[config.mk]
export PLATFORM = sky130hd
export DESIGN_NAME = snoop_rr_arbiter
export DESIGN_NICKNAME = d
export VERILOG_FILES = /design/src/rtl/snoop_arb_pkg.sv /design/src/rtl/snoop_rr_arbiter_rr_pick.sv /design/src/rtl/snoop_rr_arbiter.sv
export SDC_FILE = /design/constraint.sdc
export NUM_CORES = 1
export LEC_CHECK = 0
export BUFFER_PORTS_ARGS = -buffer_cell sky130_fd_sc_hd__buf_2
export CORE_AREA = 2 2 100 102
export DETAILED_ROUTE_END_ITERATION = 10
export DIE_AREA = 0 0 102 104
export GPL_ROUTABILITY_DRIVEN = 1
export PLACE_DENSITY = 0.8
export SETUP_SLACK_MARGIN = 0.05
export SYNTH_ARGS = -nofsm -noshare
export SYNTH_HDL_FRONTEND = slang
export SYNTH_HIERARCHICAL = 1
export SYNTH_SLANG_ARGS = --single-unit
[constraint.sdc]
create_clock -name axi_aclk -period 5.7 [get_ports axi_aclk]
set_clock_uncertainty 0.05 [all_clocks]
set_input_delay 1.14 -clock axi_aclk [delete_from_list [all_inputs] [get_ports axi_aclk]]
set_output_delay 1.14 -clock axi_aclk [all_outputs]
set_load 0.05 [all_outputs]
[src/rtl/snoop_arb_pkg.sv]
// ---------------------------------------------------------------------------
// snoop_arb_pkg
// Shared types and constants for the round-robin snooper distributor.
//   arb_state_t : arbiter FSM encoding (IDLE / ARMED / BUSY)
//   PKT_CNT_W   : width of the delivered-packet statistics counter
//   DROP_CNT_W  : width of the orphan-event statistics counter
// ---------------------------------------------------------------------------
package snoop_arb_pkg;

    typedef enum logic [1:0] {
        IDLE  = 2'd0,
        ARMED = 2'd1,
        BUSY  = 2'd2
    } arb_state_t;

    localparam int unsigned PKT_CNT_W  = 32;
    localparam int unsigned DROP_CNT_W = 16;

endpackage

[src/rtl/snoop_rr_arbiter_rr_pick.sv]
// ---------------------------------------------------------------------------
// rr_pick
// Combinational rotate-priority search: finds the first set bit of req,
// starting at position ptr and wrapping modulo N.
//   req : per-requester request vector
//   ptr : starting search position (0..N-1)
//   hit : at least one request is set
//   idx : index of the first set request at or after ptr (valid when hit)
// ---------------------------------------------------------------------------
module rr_pick #(
    parameter int unsigned N  = 5,
    parameter int unsigned IW = $clog2(N)
) (
    input  logic [N-1:0]  req,
    input  logic [IW-1:0] ptr,
    output logic          hit,
    output logic [IW-1:0] idx
);

    localparam logic [IW:0] N_W = (IW+1)'(N);

    logic [2*N-1:0] req_dbl;
    logic [N-1:0]   rot;
    logic [IW-1:0]  off;
    logic [IW:0]    sum;
    logic [IW:0]    wrapped;

    // Rotate so that bit 0 of rot corresponds to requester ptr.
    assign req_dbl = {req, req};
    assign rot     = N'(req_dbl >> ptr);

    always_comb begin
        hit = 1'b0;
        off = '0;
        for (int unsigned i = 0; i < N; i++) begin
            if (!hit && rot[i]) begin
                hit = 1'b1;
                off = IW'(i);
            end
        end
    end

    // Undo the rotation: idx = (ptr + off) mod N.
    assign sum     = {1'b0, ptr} + {1'b0, off};
    assign wrapped = sum - N_W;
    assign idx     = (sum >= N_W) ? wrapped[IW-1:0] : sum[IW-1:0];

endmodule

[src/rtl/snoop_rr_arbiter.sv]
// ---------------------------------------------------------------------------
// snoop_rr_arbiter
// Round-robin distributor between one packet snooper and N parallel VMs.
// One ready VM is granted per packet; the grant is held from the first write
// through snooper_done, after which the rotation pointer moves past it.
// Write, address, data and done are forwarded through one register stage.
//
// Ports:
//   axi_aclk, resetn        : clock, synchronous active-low reset
//   snooper_wr_addr/_data   : write address/data from the snooper
//   snooper_wr_en           : write strobe from the snooper
//   snooper_done            : end-of-packet pulse from the snooper
//   ready_for_snooper       : a VM is granted (state ARMED or BUSY)
//   vm_ready[N]             : per-VM ready_for_snooper
//   vm_wr_addr/_data        : registered address/data broadcast to all VMs
//   vm_wr_en[N], vm_done[N] : one-hot registered write strobe / done pulse
//   grant_idx               : index of the current or last granted VM
//   pkt_count, drop_count   : statistics (zero unless SNOOP_ARB_STATS_EN)
//
// Build option: define SNOOP_ARB_STATS_EN to generate the packet and
// orphan-event counters; otherwise both ports are tied to zero.
// ---------------------------------------------------------------------------
module snoop_rr_arbiter
    import snoop_arb_pkg::*;
#(
    parameter int unsigned N          = 5,
    parameter int unsigned ADDR_WIDTH = 9,
    parameter int unsigned DATA_WIDTH = 64
) (
    input  logic                    axi_aclk,
    input  logic                    resetn,
    input  logic [ADDR_WIDTH-1:0]   snooper_wr_addr,
    input  logic [DATA_WIDTH-1:0]   snooper_wr_data,
    input  logic                    snooper_wr_en,
    input  logic                    snooper_done,
    output logic                    ready_for_snooper,
    input  logic [N-1:0]            vm_ready,
    output logic [ADDR_WIDTH-1:0]   vm_wr_addr,
    output logic [DATA_WIDTH-1:0]   vm_wr_data,
    output logic [N-1:0]            vm_wr_en,
    output logic [N-1:0]            vm_done,
    output logic [$clog2(N)-1:0]    grant_idx,
    output logic [PKT_CNT_W-1:0]    pkt_count,
    output logic [DROP_CNT_W-1:0]   drop_count
);

    localparam int unsigned   IW    = $clog2(N);
    localparam logic [IW-1:0] LAST  = IW'(N-1);
    localparam logic [N-1:0]  ONE_N = N'(1);

    arb_state_t          state_q, state_d;
    logic [IW-1:0]       ptr_q, ptr_d;
    logic [IW-1:0]       sel_q, sel_d;
    logic [N-1:0]        vm_wr_en_q, vm_wr_en_d;
    logic [N-1:0]        vm_done_q, vm_done_d;
    logic [ADDR_WIDTH-1:0] addr_q, addr_d;
    logic [DATA_WIDTH-1:0] data_q, data_d;

    logic          pick_hit;
    logic [IW-1:0] pick_idx;
    logic          granted;
    logic          accept_wr;
    logic          accept_done;

    rr_pick #(
        .N  (N),
        .IW (IW)
    ) u_rr_pick (
        .req (vm_ready),
        .ptr (ptr_q),
        .hit (pick_hit),
        .idx (pick_idx)
    );

    // State register and output register stage.
    always_ff @(posedge axi_aclk) begin
        if (!resetn) begin
            state_q    <= IDLE;
            ptr_q      <= '0;
            sel_q      <= '0;
            vm_wr_en_q <= '0;
            vm_done_q  <= '0;
            addr_q     <= '0;
            data_q     <= '0;
        end else begin
            state_q    <= state_d;
            ptr_q      <= ptr_d;
            sel_q      <= sel_d;
            vm_wr_en_q <= vm_wr_en_d;
            vm_done_q  <= vm_done_d;
            addr_q     <= addr_d;
            data_q     <= data_d;
        end
    end

    // Next-state logic.
    always_comb begin
        state_d = state_q;
        sel_d   = sel_q;
        ptr_d   = ptr_q;
        unique case (state_q)
            IDLE: begin
                if (pick_hit) begin
                    sel_d   = pick_idx;
                    state_d = ARMED;
                end
            end
            ARMED, BUSY: begin
                // Done takes priority: a write in the same cycle is still
                // forwarded by the output stage, but the packet ends here.
                if (snooper_done) begin
                    ptr_d   = (sel_q == LAST) ? '0 : sel_q + IW'(1);
                    state_d = IDLE;
                end else if (snooper_wr_en) begin
                    state_d = BUSY;
                end else if (state_q == ARMED && !vm_ready[sel_q]) begin
                    // Granted VM withdrew before any write: re-pick, same ptr.
                    state_d = IDLE;
                end
            end
            default: state_d = IDLE;
        endcase
    end

    // Output logic.
    always_comb begin
        granted     = (state_q == ARMED) || (state_q == BUSY);
        accept_wr   = snooper_wr_en && granted;
        accept_done = snooper_done && granted;
        vm_wr_en_d  = accept_wr   ? (ONE_N << sel_q) : '0;
        vm_done_d   = accept_done ? (ONE_N << sel_q) : '0;
        addr_d      = accept_wr ? snooper_wr_addr : addr_q;
        data_d      = accept_wr ? snooper_wr_data : data_q;
    end

    assign ready_for_snooper = granted;
    assign vm_wr_en          = vm_wr_en_q;
    assign vm_done           = vm_done_q;
    assign vm_wr_addr        = addr_q;
    assign vm_wr_data        = data_q;
    assign grant_idx         = sel_q;

`ifdef SNOOP_ARB_STATS_EN
    logic [PKT_CNT_W-1:0]  pkt_cnt_q, pkt_cnt_d;
    logic [DROP_CNT_W-1:0] drop_cnt_q, drop_cnt_d;
    logic                  orphan;

    always_comb begin
        orphan     = !granted && (snooper_wr_en || snooper_done);
        pkt_cnt_d  = accept_done ? pkt_cnt_q + PKT_CNT_W'(1) : pkt_cnt_q;
        drop_cnt_d = (orphan && drop_cnt_q != '1) ? drop_cnt_q + DROP_CNT_W'(1)
                                                  : drop_cnt_q;
    end

    always_ff @(posedge axi_aclk) begin
        if (!resetn) begin
            pkt_cnt_q  <= '0;
            drop_cnt_q <= '0;
        end else begin
            pkt_cnt_q  <= pkt_cnt_d;
            drop_cnt_q <= drop_cnt_d;
        end
    end

    assign pkt_count  = pkt_cnt_q;
    assign drop_count = drop_cnt_q;
`else
    assign pkt_count  = '0;
    assign drop_count = '0;
`endif

endmodule

==> reports/summary.log, run 1 <==
[timing] Worst-Margin Slew 1.17 ns
[placed_design] RePlAce Congestion 0.868
[placed_design] Detail Placement HPWL 7.07 mm
[logic_synthesis] area share of the leading cell type in the synthesized netlist 42.3%
[clock_tree] number of buffers added by the clock tree synthesis step 9
[clock_tree] cts repair resizes 0
[detailed_routing] drt drc 0
[setup_path] CP bufs+invs 2
[hold_path] launch instance of the worst min-delay path vm_wr_addr[6]$_SDFFE_PN0P_
[logic_synthesis] post-synthesis cell count 514
[clock_tree] clock transition at the register clock pins on the worst setup and hold paths after CTS 0.08 ns
[logic_synthesis] most instantiated flip-flop cell in the synthesis netlist sky130_fd_sc_hd__dfxtp_1
[setup_path] Setup crit end kind flop
[logic_synthesis] post-synthesis area per instance 8.38 um2
[timing] worst hold slack after final layout 0.419 ns
[logic_synthesis] count of distinct cell types in the synthesized netlist 40
[power_and_ir_drop] leakage power summed over all cells 0.00241 uW
[timing] number of failing setup endpoints in the final timing report 0
[timing] unrepaired setup endpoints after global routing no
[setup_path] cells along the critical path buf_2, nor3b_1, a2111oi_2, a21oi_1, or4_1, o211ai_1, ha_1, inv_1, fa_1, ha_1, nand2b_1, a221o_1, a221o_1, nor2b_1, xnor2_1, nand3_1, a21boi_0
[logic_synthesis] EDFF count, synth 0
[clock_tree] Post-CTS Hold Buffers 0
[detailed_routing] uppermost layer routed met4
[grt] first-pass GRT wire length 15.8 mm
[floorplan] area enclosed by the die boundary 10600 um2
[hold_path] worst hold path type flop to flop
[setup_path] required time worst endpoint 5.92 ns
[setup_path] startpoint types input port
[clock_tree] CTS H-Tree Depth 3
[layout] fraction of final layout cells sized beyond drive strength 1 29.1%
[status] result of the run complete, no violations
[placed_design] I/O Buffers 168
[flow_run] maximum capacitance violations 0
[setup_path] arrival time reported for the critical path endpoint 4.91 ns
[clock_tree] largest buffer count on any clock path 2
[logic_synthesis] total standard cell area after synthesis 4310 um2
[clock_tree] clock tree sinks 91
[setup_path] class of the most critical setup path input port to flop
[timing] number of endpoints with negative hold slack in the final report 0
[setup_path] delay of the slowest cell on the worst path 0.51 ns
[setup_path] cell with the largest stage delay on the worst path sky130_fd_sc_hd__or4_1
[detailed_routing] per-cell routed wire length 12.2 um
[detailed_routing] via count of the routed design 3762
[logic_synthesis] cell type contributing the most total cell area after synthesis sky130_fd_sc_hd__dfxtp_1
[detailed_routing] DR iter-0 viols 138
[clock_tree] number of buffers inserted to repair setup after CTS 0
[grt] overall fraction of global-route tracks in use 18.4%
[floorplan] top-level I/O count 217
[detailed_routing] vias per cell 4.68
[timing] final cycle utilization of the critical path 82.3%
[timing] Slew headroom 22.1%
[grt] vias in the first global route 3561
[floorplan] die span in x 102 um
[layout] area growth from synthesis to final layout 20.9%
[logic_synthesis] leading cell types by count after synthesis 168 x sky130_fd_sc_hd__nand2_1, 91 x sky130_fd_sc_hd__dfxtp_1, 77 x sky130_fd_sc_hd__a21boi_0
[layout] total number of nets in the final design 763
[logic_synthesis] sequential-to-total area share from yosys stat 42.3%
[detailed_routing] met1 WL 3.85 mm
[timing] final critical delay including setup and external delays 4.69 ns
[detailed_routing] Routed Antenna Nets 0
[grt] GRT overflow 0
[grt] largest net degree at the start of global routing 85
[logic_synthesis] cell with the most instances after synthesis sky130_fd_sc_hd__nand2_1
[layout] Diodes inserted 0
[power_and_ir_drop] worst IR drop on VDD 0.176 mV
[clock_tree] clock latency on the worst-skew pair 0.34 ns
[timing] Total Negative Setup Slacks 0 ns
[layout] Filler cells 908
[logic_synthesis] cell types with the largest area share after synthesis sky130_fd_sc_hd__dfxtp_1 42%, sky130_fd_sc_hd__nand2_1 15%, sky130_fd_sc_hd__a21boi_0 13%
[detailed_routing] wire length on met3 800 um
[setup_path] worst setup path start vm_ready[4]
[floorplan] initial core utilization 45.1%
[floorplan] total number of placement rows 36
[timing] Peak Freq 213 MHz
[timing] count of final max-slew check failures 0
[detailed_routing] drt first pass iters 5
[grt] number of antenna violations at the first check in global routing 0
[floorplan] standard cell core area 9550 um2
[clock_tree] clock root cell sky130_fd_sc_hd__clkbuf_8
[power_and_ir_drop] power per standard cell area 320 nW/um2
[layout] Util after Layout 54.6%
[clock_tree] TritonCTS clock tree done
[detailed_routing] detailed route wirelength on metal2 4.97 mm
[setup_path] cell class contributing the biggest share of worst-path delay compound AO/OA/AOI/OAI gates
[logic_synthesis] proportion of synthesized flip-flops having asynchronous set or reset 0%
[setup_path] worst setup slack for register-to-register paths 1.17 ns
[layout] footprint of the multi-input gates 2130 um2
[setup_path] peak fanout along the critical path 7
[logic_synthesis] synth warn 6
[layout] combined flip-flop and latch cell area 1820 um2
[logic_synthesis] FF+latch count, synth 91
[floorplan] floorplan die height 104 um
[setup_path] RR Startpoint ptr_q[0]$_SDFFE_PN0P_
[detailed_routing] final wirelength 9.80 mm
power by group:
part           switching, uW  total [uW]  internal, uW
registers               35.0         717           682
clock network            224         430           205
logic                    385         521           137
flip-flops by register name (all words and copies together), names as in the netlist:
signal      count
vm_done         5
vm_wr_addr      9
grant_idx       3
ptr_q           3
vm_wr_en        5
vm_wr_data     64
state_q         2
logic make-up (layout without fill, tap and decap cells):
group,count (synthesis),in the layout,synth area share [%]
AOI/OAI and AO/OA,98,98,17.2
xor gates and xnor gates,4,4,0.813
adders and majority gates,15,15,4.53
buffers and inverters,88,198,12.5
DFF,91,91,42.3
muxes,12,12,3.57
other,1,48,0.0870
and+or+nand+nor,205,205,19.0
per-stage QoR:
step	power (uW)	area (um2)	setup slack (ns)	std cells
CTS	1690	5210	1.07	804
floorplan	1160	4490	1.12	561
finish	1670	5210	1.01	804
global placement	1240	5020	0.852	788
detailed placement	1250	5020	0.706	788
global route	1760	5210	0.791	804
final timing paths:
path / to / cells after the start
setup / recovery: grant_idx[2]$_SDFFE_PN0P_ / 17
hold / removal: vm_wr_addr[6]$_SDFFE_PN0P_ / 2
setup reg to reg: grant_idx[2]$_SDFFE_PN0P_ / 16
hold reg to reg: vm_wr_addr[6]$_SDFFE_PN0P_ / 2
layout by cell type, fill, tap and decap left out, types with 3 or more instances in the layout:
master,n
sky130_fd_sc_hd__nor2_1,14
sky130_fd_sc_hd__dfxtp_1,91
sky130_fd_sc_hd__o21ai_0,4
sky130_fd_sc_hd__a31oi_1,3
sky130_fd_sc_hd__nand3_1,9
sky130_fd_sc_hd__a21boi_0,77
sky130_fd_sc_hd__ha_1,14
sky130_fd_sc_hd__clkbuf_8,9
sky130_fd_sc_hd__xnor2_1,3
sky130_fd_sc_hd__mux2i_1,6
sky130_fd_sc_hd__a221o_1,3
sky130_fd_sc_hd__inv_1,11
sky130_fd_sc_hd__nand2_1,167
sky130_fd_sc_hd__conb_1,48
sky130_fd_sc_hd__mux2_4,3
sky130_fd_sc_hd__buf_2,168
layout make-up:
class / count / area share, %
flip-flops and latches: 91 / 35.0
clock inverters: 5 / 1.20
well taps: 133 / 3.19
multi-input cells: 382 / 40.8
repair buffers: 170 / 16.4
clock buffers: 11 / 2.52
inverters: 12 / 0.865
metal layers:
layer  global-route usage, %  up-vias
li1                        -     1882
met1                    19.8     1729
met2                    32.1      137
met3                    6.59       14
met4                    7.43        0
met5                       0        -
worst reg2reg max path, delay by kind of cell (launching register included):
family | cells | cell delay, ns
AND/OR/NAND/NOR | 4 | 0.92
adder cells (fa/ha/maj) | 3 | 0.92
buffers and inverters | 1 | 0.06
AO/OA/AOI/OAI | 6 | 1.54
XOR/XNOR | 2 | 0.30
flip-flops | 1 | 0.68
No activity file was read; power rests on OpenSTA's default activity.
==> inputs of run 2 (changes only) <==
--- a/config.mk
+++ b/config.mk
@@ -5,12 +5,13 @@
 export SDC_FILE = /design/constraint.sdc
 export NUM_CORES = 1
 export LEC_CHECK = 0
+export ABC_AREA = 1
 export BUFFER_PORTS_ARGS = -buffer_cell sky130_fd_sc_hd__buf_2
 export CORE_AREA = 2 2 100 102
 export DETAILED_ROUTE_END_ITERATION = 10
 export DIE_AREA = 0 0 102 104
 export GPL_ROUTABILITY_DRIVEN = 1
-export PLACE_DENSITY = 0.8
+export PLACE_DENSITY = 0.78
 export SETUP_SLACK_MARGIN = 0.05
 export SYNTH_ARGS = -nofsm -noshare
 export SYNTH_HDL_FRONTEND = slang
==> constraint.sdc (replaced) <==
create_clock -name axi_aclk -period 4.7 [get_ports axi_aclk]
set_clock_uncertainty 0.05 [all_clocks]
set_input_delay 0.94 -clock axi_aclk [delete_from_list [all_inputs] [get_ports axi_aclk]]
set_output_delay 0.94 -clock axi_aclk [all_outputs]
set_load 0.05 [all_outputs]
==> run 2 against run 1 <==
- flip-flop and latch count unchanged
- global-route usage down 0.61 points
- clock power up 25%
- critical endpoint unchanged
==> reports/summary.log, run 2 <==
[clock_tree] clock transition at the register clock pins on the worst setup and hold paths after CTS 0.08 ns [about the same]
[detailed_routing] drt first pass iters 4 [-1]
[power_and_ir_drop] Pint 1620 uW [+59%]
[clock_tree] largest buffer count on any clock path 2 [unchanged]
[logic_synthesis] FF+latch count, synth 91 [unchanged]
[hold_path] worst hold path type flop to flop
[layout] total number of nets in the final design 800 [+4.8%]
[timing] final critical delay including setup and external delays 3.14 ns
[logic_synthesis] synth warn 6 [unchanged]
[floorplan] top-level I/O count 217 [unchanged]
[timing] count of final max-slew check failures 0 [unchanged]
[setup_path] class of the most critical setup path input port to flop
[floorplan] initial core utilization 43.5% [-1.6 points]
[layout] flip-flop count of the largest register after layout 64 [unchanged]
[timing] number of failing setup endpoints in the final timing report 0 [unchanged]
[clock_tree] CTS H-Tree Depth 3 [unchanged]
[clock_tree] TritonCTS clock tree done
[setup_path] Setup crit end kind flop
[logic_synthesis] leading cell types by count after synthesis 158 x sky130_fd_sc_hd__nor2_1, 91 x sky130_fd_sc_hd__dfxtp_1, 70 x sky130_fd_sc_hd__o21ai_1
[timing] Peak Freq 318 MHz
[floorplan] area enclosed by the die boundary 10600 um2 [unchanged]
[detailed_routing] via count of the routed design 3858 [+2.6%]
[layout] fraction of final layout cells sized beyond drive strength 1 29.2% [+0.18 points]
[grt] first-pass GRT wire length 15.2 mm [-3.6%]
[logic_synthesis] area share of the leading cell type in the synthesized netlist 43.9% [+1.6 points]
[clock_tree] clock root cell sky130_fd_sc_hd__clkbuf_8
[flow_run] maximum capacitance violations 0 [unchanged]
[logic_synthesis] cell types with the largest area share after synthesis sky130_fd_sc_hd__dfxtp_1 44%, sky130_fd_sc_hd__nor2_1 14%, sky130_fd_sc_hd__buf_4 9.0%
[setup_path] startpoint types input port
[power_and_ir_drop] Flop pwr share 33.0% [-10 points]
[layout] footprint of the multi-input gates 1870 um2 [-12%]
[grt] most congested layer reported by global routing met2
[clock_tree] number of buffers added by the clock tree synthesis step 9 [unchanged]
[setup_path] required time worst endpoint 4.88 ns [-1.04 ns]
[detailed_routing] vias per cell 4.59 [-2.0%]
[clock_tree] clock tree sinks 91 [unchanged]
[logic_synthesis] post-synthesis cell count 548 [+6.6%]
[grt] met2 GRT Util 32.2% [+0.047 points]
[logic_synthesis] cell with the most instances after synthesis sky130_fd_sc_hd__nor2_1
[grt] met1 Track Usage GR 18.7% [-1.1 points]
[logic_synthesis] proportion of synthesized flip-flops having asynchronous set or reset 0% [unchanged]
[placed_design] RePlAce Congestion 0.940 [+8.3%]
[detailed_routing] Routed Antenna Nets 0 [unchanged]
[floorplan] standard cell core area 9550 um2 [unchanged]
[setup_path] arrival time reported for the critical path endpoint 3.33 ns [-1.58 ns]
[placed_design] I/O Buffers 168 [unchanged]
[grt] GRT overflow 0 [unchanged]
[power_and_ir_drop] fraction of power consumed by the clock network 16.7% [-9.1 points]
[layout] top library cells by usage in the layout, fill and taps aside 168 x sky130_fd_sc_hd__buf_2, 158 x sky130_fd_sc_hd__nor2_1, 91 x sky130_fd_sc_hd__dfxtp_1, 70 x sky130_fd_sc_hd__o21ai_1, 48 x sky130_fd_sc_hd__conb_1
[setup_path] peak fanout along the critical path 5 [-2]
[clock_tree] cts repair resizes 0 [unchanged]
[logic_synthesis] count of distinct cell types in the synthesized netlist 25 [-38%]
[layout] number of non-filler instances in the completed layout 841 [+4.6%]
[detailed_routing] final wirelength 9.98 mm [+1.8%]
[grt] largest net degree at the start of global routing 75 [-12%]
[layout] Diodes inserted 0 [unchanged]
[timing] unrepaired setup endpoints after global routing no
[grt] met3 Use GR 5.04% [-1.5 points]
[timing] Slew headroom 49.6% [+27 points]
[status] result of the run complete, no violations
[timing] Total Negative Setup Slacks 0 ns [unchanged]
[logic_synthesis] total standard cell area after synthesis 4150 um2 [-3.6%]
[logic_synthesis] cell type contributing the most total cell area after synthesis sky130_fd_sc_hd__dfxtp_1
[placed_design] number of placed cells counting well taps 825 [+4.7%]
[detailed_routing] DR iter-0 viols 105 [-24%]
[grt] number of antenna violations at the first check in global routing 0 [unchanged]
[logic_synthesis] post-synthesis area per instance 7.58 um2 [-9.6%]
[detailed_routing] per-cell routed wire length 11.9 um [-2.6%]
[power_and_ir_drop] worst IR drop on VDD 0.244 mV [+39%]
[floorplan] die span in x 102 um [unchanged]
[layout] commonest non-fill, non-tap cell in the layout sky130_fd_sc_hd__buf_2
[grt] overall fraction of global-route tracks in use 17.8% [-0.61 points]
[timing] Worst-Margin Slew 0.756 ns [-0.411 ns]
[floorplan] total number of placement rows 36 [unchanged]
[power_and_ir_drop] power per standard cell area 642 nW/um2 [+100%]
[power_and_ir_drop] Gate power share 50.4% [+19 points]
[timing] number of endpoints with negative hold slack in the final report 0 [unchanged]
[clock_tree] clock latency on the worst-skew pair 0.35 ns [about the same]
[power_and_ir_drop] leakage power summed over all cells 0.00259 uW [+7.5%]
[floorplan] floorplan die height 104 um [unchanged]
[layout] Finished Cell Area 5030 um2 [-3.4%]
[clock_tree] Post-CTS Hold Buffers 0 [unchanged]
[logic_synthesis] EDFF count, synth 0 [unchanged]
[detailed_routing] drt drc 0 [unchanged]
[placed_design] Detail Placement HPWL 7.38 mm [+4.3%]
[logic_synthesis] most instantiated flip-flop cell in the synthesis netlist sky130_fd_sc_hd__dfxtp_1
[timing] worst hold slack after final layout 0.432 ns [+0.0137 ns]
[placed_design] Cell Area, Placed 4830 um2 [-3.7%]
[grt] vias in the first global route 3477 [-2.4%]
[logic_synthesis] sequential-to-total area share from yosys stat 43.9% [+1.6 points]
[layout] Filler cells 945 [+4.1%]
[layout] combined flip-flop and latch cell area 1820 um2 [unchanged]
[power_and_ir_drop] Switching Fraction 49.7% [+11 points]
[timing] final cycle utilization of the critical path 66.9%
[clock_tree] number of buffers inserted to repair setup after CTS 0 [unchanged]
[power_and_ir_drop] power spent charging and discharging nets 1610 uW [+150%]
[layout] area growth from synthesis to final layout 21.2%
## run 2: cell count changes after synthesis, sizes merged, moves of 13 or more
cell,change
a21boi,-77
nand3,+13
inv,+16
nor2,+147
nand2,-114
o21ai,+77
## run 2: power by group through the flow
stage	sequential, uW	combinational [uW]	clock (uW)
after CTS	1070	1630	555
after global placement	1080	1600	0
after floorplan	1640	793	0
final	1060	1630	539
after global routing	1090	1770	588
after detailed placement	1080	1630	0
## run 2: path summary, 6_finish.rpt
| kind | start | to | slack (ns) | cells past startpoint |
|---|---|---|---|---|
| setup reg to reg | ptr_q[0]$_SDFFE_PN0P_ | grant_idx[2]$_SDFFE_PN0P_ | 1.60 | 19 |
| hold / removal | vm_wr_data[50]$_SDFFE_PN0P_ | vm_wr_data[50]$_SDFFE_PN0P_ | 0.43 | 2 |
| setup / recovery | vm_ready[4] | grant_idx[2]$_SDFFE_PN0P_ | 1.56 | 19 |
| hold reg to reg | vm_wr_data[50]$_SDFFE_PN0P_ | vm_wr_data[50]$_SDFFE_PN0P_ | 0.43 | 2 |
## run 2: per-stage QoR
step                worst slack (ns)  power [uW]  util, %
floorplan                       1.57        2430        -
global placement                1.31        2670     50.6
detailed placement              1.23        2710     50.6
CTS                             1.61        3250     52.7
global route                    1.32        3440     52.7
finish                          1.56        3230     52.7
## run 2: final cells by class
class	instances	area share [%]
clock buffer	13	3.16
timing repair buffer	171	17.2
multi-input combinational	402	37.2
sequential	91	36.2
clock inverter	3	0.920
tap	133	3.31
inverter	28	2.09
## run 2: per-layer routing
metal	share of wire [%]	vias to the layer above	routed length, um
li1	-	1946	-
met1	39	1741	3930
met2	50	152	4950
met3	8.6	19	856
met4	2.5	0	249
met5	0	-	0
## run 2: cells by family after synthesis
group / synth area share, %
other: 0.0903
AO/OA/AOI/OAI: 11.0
buffers and inverters: 15.4
AND/OR/NAND/NOR: 24.3
flip-flops: 43.9
XOR/XNOR: 0.633
adder cells (fa/ha/maj): 4.70
## run 2: worst max-delay path, stage by stage
cell                      delay [ns]
sky130_fd_sc_hd__buf_2          0.13
sky130_fd_sc_hd__nand2_1        0.07
sky130_fd_sc_hd__nand3_1        0.10
sky130_fd_sc_hd__nand2_1        0.10
sky130_fd_sc_hd__nand2_1        0.07
sky130_fd_sc_hd__nand2_2        0.10
sky130_fd_sc_hd__nand2_1        0.06
sky130_fd_sc_hd__a21oi_1        0.13
sky130_fd_sc_hd__ha_1           0.18
sky130_fd_sc_hd__inv_1          0.05
sky130_fd_sc_hd__fa_1           0.48
sky130_fd_sc_hd__ha_1           0.23
sky130_fd_sc_hd__inv_1          0.07
sky130_fd_sc_hd__o21ai_0        0.07
sky130_fd_sc_hd__nand2_1        0.14
sky130_fd_sc_hd__nand2_1        0.08
sky130_fd_sc_hd__xnor2_1        0.12
sky130_fd_sc_hd__o21ai_0        0.15
sky130_fd_sc_hd__a21oi_1        0.05
